`config.mk`:
```
export PLATFORM = sky130hd
export DESIGN_NAME = uart_dbg_loader
export DESIGN_NICKNAME = d
export VERILOG_FILES = /design/src/rtl/uart_dbg_loader.sv
export SDC_FILE = /design/constraint.sdc
export NUM_CORES = 1
export LEC_CHECK = 0
export CAP_MARGIN = 5
export CORE_ASPECT_RATIO = 1.2
export CORE_MARGIN = 1
export CORE_UTILIZATION = 35
export CTS_BUF_LIST = sky130_fd_sc_hd__clkbuf_4 sky130_fd_sc_hd__clkbuf_8
export CTS_CLUSTER_SIZE = 40
export DETAILED_ROUTE_END_ITERATION = 10
export SLEW_MARGIN = 20
export SYNTH_ARGS = -nofsm -noshare
export SYNTH_HDL_FRONTEND = slang
export SYNTH_SLANG_ARGS = --single-unit
```
`constraint.sdc`:
```
create_clock -name clk -period 1.9 [get_ports clk]
set_input_delay 0.285 -clock clk [delete_from_list [all_inputs] [get_ports clk]]
set_output_delay 0.285 -clock clk [all_outputs]
set_load 0.02 [all_outputs]
```
`src/rtl/uart_dbg_loader.sv`:
```
// UART (8N1) debug bridge: receives 11-byte write packets from a host and
// issues write requests on the SoC debug register port.
module uart_dbg_loader #(
  parameter int unsigned CLK_DIV     = 868,
  parameter int unsigned ADDR_W      = 32,
  parameter int unsigned TIMEOUT_CYC = 200000
) (
  input  logic              clk,
  input  logic              rst_n,
  input  logic              uart_rxd_i,
  output logic [ADDR_W-1:0] reg_addr_o,
  output logic [31:0]       reg_data_o,
  output logic              reg_wr_req_o,
  input  logic              reg_wr_ack_i,
  output logic              busy_o,
  output logic              pkt_err_o,
  output logic [15:0]       wr_count_o
);

  localparam int unsigned CW = $clog2(CLK_DIV);
  localparam int unsigned TW = $clog2(TIMEOUT_CYC + 1);
  localparam logic [CW-1:0] HALF_M1 = CW'(CLK_DIV / 2 - 1);
  localparam logic [CW-1:0] FULL_M1 = CW'(CLK_DIV - 1);
  localparam logic [TW-1:0] TO_M1   = TW'(TIMEOUT_CYC - 1);

  typedef enum logic [1:0] {RX_IDLE, RX_START, RX_DATA, RX_STOP} rx_state_t;
  typedef enum logic [2:0] {P_SYNC, P_CMD, P_ADDR, P_DATA, P_CSUM, P_WRITE} p_state_t;

  logic            r_sync1, r_sync2, r_rxd_prev;
  rx_state_t       r_rx_state, w_rx_next;
  logic [CW-1:0]   r_bit_cnt, w_bit_cnt;
  logic [2:0]      r_bit_idx, w_bit_idx;
  logic [7:0]      r_shift, w_shift;
  logic            w_byte_valid, w_frame_err;

  p_state_t        r_p_state, w_p_next;
  logic [1:0]      r_bidx, w_bidx;
  logic [7:0]      r_cmd, w_cmd, r_csum, w_csum;
  logic [31:0]     r_addr_sh, w_addr_sh, r_data_sh, w_data_sh;
  logic [TW-1:0]   r_idle, w_idle;
  logic            w_timeout, w_err;
  logic [ADDR_W-1:0] r_addr, w_addr;
  logic [31:0]     r_data, w_data;
  logic            r_req, w_req, r_err;
  logic [15:0]     r_cnt, w_cnt;

  always_ff @(posedge clk or negedge rst_n) begin
    if (!rst_n) begin
      r_sync1    <= 1'b1;
      r_sync2    <= 1'b1;
      r_rxd_prev <= 1'b1;
      r_rx_state <= RX_IDLE;
      r_bit_cnt  <= '0;
      r_bit_idx  <= '0;
      r_shift    <= '0;
    end else begin
      r_sync1    <= uart_rxd_i;
      r_sync2    <= r_sync1;
      r_rxd_prev <= r_sync2;
      r_rx_state <= w_rx_next;
      r_bit_cnt  <= w_bit_cnt;
      r_bit_idx  <= w_bit_idx;
      r_shift    <= w_shift;
    end
  end

  always_comb begin
    w_rx_next    = r_rx_state;
    w_bit_cnt    = r_bit_cnt + 1'b1;
    w_bit_idx    = r_bit_idx;
    w_shift      = r_shift;
    w_byte_valid = 1'b0;
    w_frame_err  = 1'b0;
    case (r_rx_state)
      RX_IDLE: begin
        w_bit_cnt = '0;
        if (r_rxd_prev && !r_sync2) w_rx_next = RX_START;
      end
      RX_START: begin
        if (r_bit_cnt == HALF_M1) begin
          w_bit_cnt = '0;
          w_bit_idx = '0;
          w_rx_next = r_sync2 ? RX_IDLE : RX_DATA;
        end
      end
      RX_DATA: begin
        if (r_bit_cnt == FULL_M1) begin
          w_bit_cnt = '0;
          w_shift   = {r_sync2, r_shift[7:1]};
          w_bit_idx = r_bit_idx + 3'd1;
          if (r_bit_idx == 3'd7) w_rx_next = RX_STOP;
        end
      end
      RX_STOP: begin
        if (r_bit_cnt == FULL_M1) begin
          w_bit_cnt = '0;
          w_rx_next = RX_IDLE;
          if (r_sync2) w_byte_valid = 1'b1;
          else         w_frame_err  = 1'b1;
        end
      end
      default: w_rx_next = RX_IDLE;
    endcase
  end

  always_ff @(posedge clk or negedge rst_n) begin
    if (!rst_n) begin
      r_p_state <= P_SYNC;
      r_bidx    <= '0;
      r_cmd     <= '0;
      r_csum    <= '0;
      r_addr_sh <= '0;
      r_data_sh <= '0;
      r_idle    <= '0;
      r_addr    <= '0;
      r_data    <= '0;
      r_req     <= 1'b0;
      r_cnt     <= '0;
      r_err     <= 1'b0;
    end else begin
      r_p_state <= w_p_next;
      r_bidx    <= w_bidx;
      r_cmd     <= w_cmd;
      r_csum    <= w_csum;
      r_addr_sh <= w_addr_sh;
      r_data_sh <= w_data_sh;
      r_idle    <= w_idle;
      r_addr    <= w_addr;
      r_data    <= w_data;
      r_req     <= w_req;
      r_cnt     <= w_cnt;
      r_err     <= w_err;
    end
  end

  // r_shift holds the completed byte during the byte_valid cycle.
  always_comb begin
    w_p_next  = r_p_state;
    w_bidx    = r_bidx;
    w_cmd     = r_cmd;
    w_csum    = r_csum;
    w_addr_sh = r_addr_sh;
    w_data_sh = r_data_sh;
    w_idle    = '0;
    w_timeout = 1'b0;
    w_addr    = r_addr;
    w_data    = r_data;
    w_req     = r_req;
    w_cnt     = r_cnt;
    w_err     = w_frame_err;
    if (r_p_state != P_SYNC && r_p_state != P_WRITE && !w_byte_valid) begin
      if (r_idle == TO_M1) w_timeout = 1'b1;
      else                 w_idle    = r_idle + 1'b1;
    end
    case (r_p_state)
      P_SYNC: begin
        if (w_byte_valid && r_shift == 8'hA5) w_p_next = P_CMD;
      end
      P_CMD: begin
        if (w_byte_valid) begin
          w_cmd    = r_shift;
          w_csum   = r_shift;
          w_bidx   = '0;
          w_p_next = P_ADDR;
        end
      end
      P_ADDR: begin
        if (w_byte_valid) begin
          w_addr_sh = {r_shift, r_addr_sh[31:8]};
          w_csum    = r_csum ^ r_shift;
          w_bidx    = r_bidx + 2'd1;
          if (r_bidx == 2'd3) w_p_next = P_DATA;
        end
      end
      P_DATA: begin
        if (w_byte_valid) begin
          w_data_sh = {r_shift, r_data_sh[31:8]};
          w_csum    = r_csum ^ r_shift;
          w_bidx    = r_bidx + 2'd1;
          if (r_bidx == 2'd3) w_p_next = P_CSUM;
        end
      end
      P_CSUM: begin
        if (w_byte_valid) begin
          if (r_shift == r_csum && r_cmd == 8'h01) begin
            w_p_next = P_WRITE;
            w_req    = 1'b1;
            w_addr   = r_addr_sh[ADDR_W-1:0];
            w_data   = r_data_sh;
          end else begin
            w_p_next = P_SYNC;
            w_err    = 1'b1;
          end
        end
      end
      P_WRITE: begin
        if (w_byte_valid) w_err = 1'b1;
        if (r_req && reg_wr_ack_i) begin
          w_req    = 1'b0;
          w_cnt    = r_cnt + 16'd1;
          w_p_next = P_SYNC;
        end
      end
      default: w_p_next = P_SYNC;
    endcase
    // A framing error mid-write is reported but leaves the pending write intact.
    if (w_frame_err && r_p_state != P_WRITE) w_p_next = P_SYNC;
    if (w_timeout) begin
      w_err    = 1'b1;
      w_p_next = P_SYNC;
    end
  end

  assign reg_addr_o   = r_addr;
  assign reg_data_o   = r_data;
  assign reg_wr_req_o = r_req;
  assign pkt_err_o    = r_err;
  assign wr_count_o   = r_cnt;
  assign busy_o       = (r_p_state != P_SYNC) | r_req;

endmodule

```
==> results.tsv, run 1 <==
stage	metric	value	unit
routing	via count	5814	
sta	fmax	495	MHz
cells_and_area	Non-Filler Instances	1217	
placed_design	Port-buffer cells	86	
clock_tree	TritonCTS Sinks	211	
clock_tree	CTS max path bufs	3	
routing	Post-Route WL	19100	um
floorplanning	Boundary Pins	87	
clock_tree	Clock transition at path regs	0.06	ns
status	violated checks	negative setup slack	
floorplanning	Die Ht	176	um
worst_hold_path	HP Class	input port to flop	
yosys	post-synthesis cell type count	50	
global_routing	total grt overflow	0	
critical_path	crit start category	flop	
critical_path	CP Max Fanout	5	
sta	Final period util	1.06	
global_routing	initial antenna violation count	0	
yosys	Yosys top cell area share	0.587	
global_routing	vias in the first global route	5767	
clock_tree	clock root buffer	clkbuf_8	
clock_tree	CTS tree	yes	
power	leakage	5.89	nW
global_routing	gr usage total	0.142	
status	status	finished, violations left	
sta	Worst-Margin Slew	0.489	ns
global_routing	largest net degree at the start of global routing	62	
floorplanning	FP Rows	63	
cells_and_area	Nets	879	
floorplanning	Die X	147	um
yosys	dominant synthesized flop cell	dfrtp_1	
yosys	Synth async-reset ratio	1.00	
yosys	synth warn	0	
sta	Final Slew Violations	0	
yosys	post-synthesis sequential area ratio	0.596	
placed_design	dpl cells	1119	
sta	crit path time final	2.02	ns
floorplanning	CORE AREA	0.0248	mm^2
yosys	syn_nets	681	
clock_tree	H-Tree Depth	2	
floorplanning	Die Area	0.0260	mm^2
critical_path	critical path required time	2.33	ns
routing	DR iter-0 viols	209	
routing	Residual DRC	0	
routing	wire per inst	15.7	um
sta	RSZ-0062 raised after global routing	true	
critical_path	CP endpoint kind	flop	
yosys	Synth top cells by count	dfrtp_1, mux2_2, nor2_1, nand2_1, xnor2_1	
placed_design	worst slack, placed	-0.145	ns
power	Max VDD drop	0.384	mV
worst_hold_path	Hold Path End	r_sync1$_DFF_PN1_	
critical_path	Worst Path Arrival	2.45	ns
critical_path	reg2reg end	r_csum[1]$_DFFE_PN0P_	
floorplanning	Initial Util	0.357	
critical_path	R2R depth	9	
yosys	top-count cell post-synth	dfrtp_1	
sta	Final setup violation count	156	
routing	First-pass DRT Iterations	4	
placed_design	hpwl dp	11400	um
yosys	Synth area leaders	dfrtp_1, mux2_2, xnor2_1	
placed_design	Placer Congestion	0.783	
routing	Final ANT Viol Nets	0	
sta	Layout Skew	0.0178	ns
clock_tree	worst skew pair latency	0.52	ns
cells_and_area	antenna diode count	0	
sta	final worst slack	-0.120	ns
yosys	Post-Syn Area	0.00886	mm^2
global_routing	first-pass GRT wire length	29800	um
worst_hold_path	worst hold path cell count	1	
yosys	leading area contributor after synthesis	dfrtp_1	
critical_path	R2R Setup Slk	-0.12	ns
routing	Vias/cell	4.78	
critical_path	worst r2r src	r_bit_cnt[3]$_DFF_PN0_	
cells_and_area	layout cell share with drive strength beyond 1	0.400	
critical_path	crit path kind	flop to flop	
worst_hold_path	Hold Startpoint	uart_rxd_i	
clock_tree	Num CTS Buffers	34	
cells_and_area	Area Growth Syn to Fin	36.7	%
yosys	Post-synth EDFFs	0	
yosys	cells after synthesis	670	
yosys	syn_area_per_cell	13.2	um^2
sta	Slew headroom	0.674	
sta	Hold Violations, Final	0	
flow_run	max-cap viol count	0	
yosys	register bit count reported by yosys	211	
power	power per cell area	757	mW/mm^2
-- report_power, final --
part | switching (W) | total, W | internal [W]
Clock | 0.00178 | 0.00398 | 0.00220
Combinational | 0.000284 | 0.000567 | 0.000283
Sequential | 0.0000492 | 0.00462 | 0.00457
Total | 0.00211 | 0.00917 | 0.00706
-- sequential cells by signal, indices dropped and copies added, names as in the netlist, 2 cells and up, named ones only --
name and flops:
r_bit_idx 3, reg_addr_o 32, r_cmd 8, r_p_state 3
r_addr_sh 32, wr_count_o 16, r_csum 8, reg_data_o 32
r_bit_cnt 10, r_idle 18, r_bidx 2, r_data_sh 32
r_shift 8
-- per-stage QoR --
stage | setup TNS (ns) | util | power [W] | hold slack [ns] | cell area, um^2
finish | -8.63 | 0.488 | 0.00917 | 0.187 | 12100
detailed placement | -4.88 | 0.428 | 0.00523 | 0.268 | 10600
global route | -19.27 | 0.488 | 0.00958 | 0.186 | 12100
global placement | -2.29 | 0.428 | 0.00523 | 0.269 | 10600
CTS | -2.82 | 0.465 | 0.00931 | 0.169 | 11600
floorplan | -0.602 | - | 0.00492 | -0.0106 | 8930
-- worst max path at each step --
| stage | start | endpoint | depth (start not counted) |
|---|---|---|---|
| after floorplan | r_bit_cnt[3]$_DFF_PN0_ | r_addr_sh[3]$_DFFE_PN0P_ | 6 |
| after global placement | reg_wr_ack_i | wr_count_o[12]$_DFFE_PN0P_ | 7 |
| after detailed placement | reg_wr_ack_i | wr_count_o[15]$_DFFE_PN0P_ | 7 |
| after CTS | r_bit_cnt[3]$_DFF_PN0_ | r_addr_sh[9]$_DFFE_PN0P_ | 7 |
| after global routing | r_bit_cnt[3]$_DFF_PN0_ | r_csum[1]$_DFFE_PN0P_ | 9 |
| final | r_bit_cnt[3]$_DFF_PN0_ | r_csum[1]$_DFFE_PN0P_ | 9 |
-- worst max-delay path, cell delays in order (launching register included) --
cell and delay (ns):
dfrtp_1 0.38, or3b_4 0.41, nor4_4 0.15, buf_4 0.19, buf_6 0.10, nor4b_4 0.20, buf_6 0.18, buf_12 0.12
a21oi_1 0.06, a21oi_1 0.14
-- cells in the final DEF, fill, tap and decap left out, types with 3 or more instances in the layout --
cell / n
a21oi_1: 17
a21oi_2: 6
and3_1: 5
buf_12: 8
buf_16: 4
buf_4: 75
buf_6: 10
buf_8: 3
clkbuf_16: 9
clkbuf_4: 14
clkbuf_8: 40
clkdlybuf4s50_1: 79
clkinv_2: 3
dfrtp_1: 207
dfstp_2: 3
dlymetal6s2s_1: 4
ha_1: 6
inv_1: 11
mux2_2: 141
mux2i_1: 11
nand2_1: 34
nand3_1: 22
nand4_1: 10
nor2_1: 43
nor2b_1: 5
nor3_1: 6
nor4_1: 3
o21ai_0: 3
xnor2_1: 23
xnor2_2: 6
xor2_1: 19
-- logic make-up (layout without fill, tap and decap cells) --
logic type	after synthesis	after routing	synth area share
AO/OA/AOI/OAI	41	41	0.0277
XOR/XNOR	48	48	0.0474
adder cells (fa/ha/maj)	7	7	0.00988
buffers and inverters	45	267	0.0240
flip-flops	211	211	0.596
multiplexers	156	156	0.197
AND/OR/NAND/NOR	162	162	0.0984
-- layer usage --
metal	track usage	vias up	part of all wire
li1	-	2744	-
met1	0.180	2946	0.43
met2	0.244	91	0.52
met3	0.0256	33	0.030
met4	0.0481	0	0.023
met5	0	-	0
-- repair_timing --
action                                 in CTS  in global routing
endpoints found under the hold margin      53                  0
cloned                                      3                 12
hold buffers                                1                  0
resized for setup                          27                 42
setup endpoints to repair                 139                185
setup buffers                               6                 16
pin swaps                                   7                 13
-- final cells by class --
type	instances	area, um^2
Clock buffer	54	656
Inverter	11	41.3
Tap cell	325	407
Multi-Input combinational cell	414	3600
Timing Repair Buffer	196	2090
Fill cell	2236	12700
Sequential cell	211	5290
Clock inverter	6	38.8
Power figures use the tool's default switching activity.
==> inputs of run 2 (changes only) <==
==> constraint.sdc (replaced) <==
create_clock -name clk -period 2.55 [get_ports clk]
set_input_delay 0.3825 -clock clk [delete_from_list [all_inputs] [get_ports clk]]
set_output_delay 0.3825 -clock clk [all_outputs]
set_load 0.02 [all_outputs]
==> run 2 against run 1 <==
Net effect:
- the flow now finishes without violations
- sequential share of layout area up 4.3 points
- count of clock-buffer cells in the layout grew 2
- total power decreased by 25%
- final area fell by 9.0%
- critical endpoint is now busy_o
- highest routed layer unchanged
==> results.tsv, run 2 (synthesized netlist as in run 1, its figures left out) <==
stage	metric	value	unit
cells_and_area	Seq. cell area	0.00528	mm^2
clock_tree	TritonCTS Sinks	211	
critical_path	CP endpoint kind	primary output	
cells_and_area	multi-input logic area	0.00337	mm^2
routing	Vias/cell	4.74	
cells_and_area	Area Growth Syn to Fin	24.4	%
routing	Final ANT Viol Nets	0	
floorplanning	Boundary Pins	87	
global_routing	first-pass GRT wire length	28000	um
floorplanning	Initial Util	0.357	
global_routing	initial antenna violation count	0	
floorplanning	CORE AREA	0.0248	mm^2
critical_path	Worst path top cell family by delay	buffers and inverters	
critical_path	critical path required time	2.17	ns
critical_path	crit-path max cell delay	0.55	ns
status	status	complete, no violations	
global_routing	met2 GRT Util	0.222	
cells_and_area	Non-Filler Instances	1141	
sta	crit path time final	2.39	ns
cells_and_area	Core Util, Final	0.444	
sta	Layout Skew	0.0218	ns
routing	Post-Route WL	16700	um
placed_design	dpl cells	1078	
clock_tree	worst skew pair latency	0.52	ns
sta	fmax	419	MHz
sta	setup total negative slack	0	ns
cells_and_area	antenna diode count	0	
placed_design	Port-buffer cells	86	
sta	Final period util	0.936	
floorplanning	Die Area	0.0260	mm^2
floorplanning	Die Ht	176	um
critical_path	slowest CP cell	clkdlybuf4s50_1	
routing	via count	5410	
routing	DR iter-0 viols	170	
routing	wire per inst	14.7	um
clock_tree	CTS tree	yes	
sta	Final Slew Violations	0	
global_routing	vias in the first global route	5478	
global_routing	GR Util met1	0.172	
critical_path	crit path buf inv count	2	
cells_and_area	layout cell share with drive strength beyond 1	0.301	
power	leakage	5.25	nW
global_routing	total grt overflow	0	
cells_and_area	most common cell after layout, fill and taps aside	dfrtp_1	
critical_path	crit path kind	flop to primary output	
worst_hold_path	HP Class	input port to flop	
cells_and_area	fillcell total	2345	
sta	Slew headroom	0.551	
critical_path	crit start category	flop	
clock_tree	H-Tree Depth	2	
sta	Hold Violations, Final	0	
clock_tree	Num CTS Buffers	35	
clock_tree	Clock transition at path regs	0.06	ns
global_routing	largest net degree at the start of global routing	66	
routing	Residual DRC	0	
floorplanning	FP Rows	63	
sta	Final setup violation count	0	
flow_run	max-cap viol count	0	
cells_and_area	Nets	802	
global_routing	gr usage total	0.134	
cells_and_area	commonest non-fill, non-tap cells in the layout	dfrtp_1, mux2_2, clkdlybuf4s50_1, nor2_1, clkbuf_8	
critical_path	critical path, cell by cell	buf_4, nor3_2, nand2_1, clkdlybuf4s50_1	
global_routing	met3 Track Usage GR	0.0279	
global_routing	GRT busiest layer	met2	
floorplanning	Die X	147	um
critical_path	Worst Path Arrival	2.00	ns
critical_path	CP Max Fanout	11	
clock_tree	CTS max path bufs	3	
placed_design	Placer Congestion	0.780	
power	power per cell area	623	mW/mm^2
clock_tree	clock root buffer	clkbuf_8	
sta	RSZ-0062 raised after global routing	false	
placed_design	hpwl dp	11000	um
power	Max VDD drop	0.283	mV
sta	Worst-Margin Slew	0.672	ns
power	Overall Power	0.00687	W
routing	First-pass DRT Iterations	4	
clock_tree	Post-CTS Setup Inserts	0	
## run 2: changes by cell type in the layout (fill, tap and decap cells not counted), sizes merged
cell,delta
buf,-71
bufinv,+1
clkbuf,-6
clkdlybuf4s50,+6
clkinvlp,-1
dlygate4sd2,-1
dlymetal6s2s,-4
## run 2: worst register-to-register path: cells and delay by family, from the launching register on
kind                   cells  cell delay (ns)
buffers and inverters      1             0.27
flip-flops                 1             0.39
multiplexers               1             0.33
AND/OR/NAND/NOR            4             1.14
## run 2: what timing repair did
action                                 4_1_cts  5_1_grt
hold buffers                                 1        0
endpoints found under the hold margin       46        0
setup endpoints to repair                    0        1
resized for setup                            0        1
## run 2: path summary, 6_finish.rpt
path	start	endpoint	slack, ns	depth (start not counted)
max in group asynchronous	rst_n	r_sync2$_DFF_PN1_	1.42	3
worst max-delay path	r_p_state[2]$_DFFE_PN0P_	busy_o	0.16	4
min in group asynchronous	rst_n	reg_addr_o[5]$_DFFE_PN0P_	0.39	2
worst max register to register	r_p_state[1]$_DFFE_PN0P_	reg_addr_o[8]$_DFFE_PN0P_	0.29	6
worst min-delay path	uart_rxd_i	r_sync1$_DFF_PN1_	0.30	1
worst min register to register	r_sync1$_DFF_PN1_	r_sync2$_DFF_PN1_	0.36	0
## run 2: layer usage
layer	vias up	routed length (um)
li1	2590	-
met1	2702	7600
met2	96	8220
met3	22	609
met4	0	290
met5	-	0
## run 2: cell type report
| type | instances | area share |
|---|---|---|
| clock inverters | 6 | 0.00556 |
| inverters | 11 | 0.00374 |
| flip-flops and latches | 211 | 0.479 |
| multi-input cells | 414 | 0.306 |
| repair buffers | 118 | 0.106 |
| well taps | 325 | 0.0369 |
| clock buffers | 56 | 0.0631 |
## run 2: power by group
part	switching [W]	leakage [nW]	internal, W	total (W)
Sequential	0.0000686	2.91	0.00341	0.00348
Clock	0.00131	0.402	0.00183	0.00314
Combinational	0.000144	1.94	0.000105	0.000249
## run 2: per-stage QoR
step                area (um^2)  hold slack [ns]  setup slack [ns]
finish                    11000            0.302             0.163
global route              11000            0.271            0.0954
CTS                       11000            0.275           0.00787
detailed placement        10300            0.347             0.288
global placement          10300            0.347             0.299
floorplan                  8860           0.0869             0.460
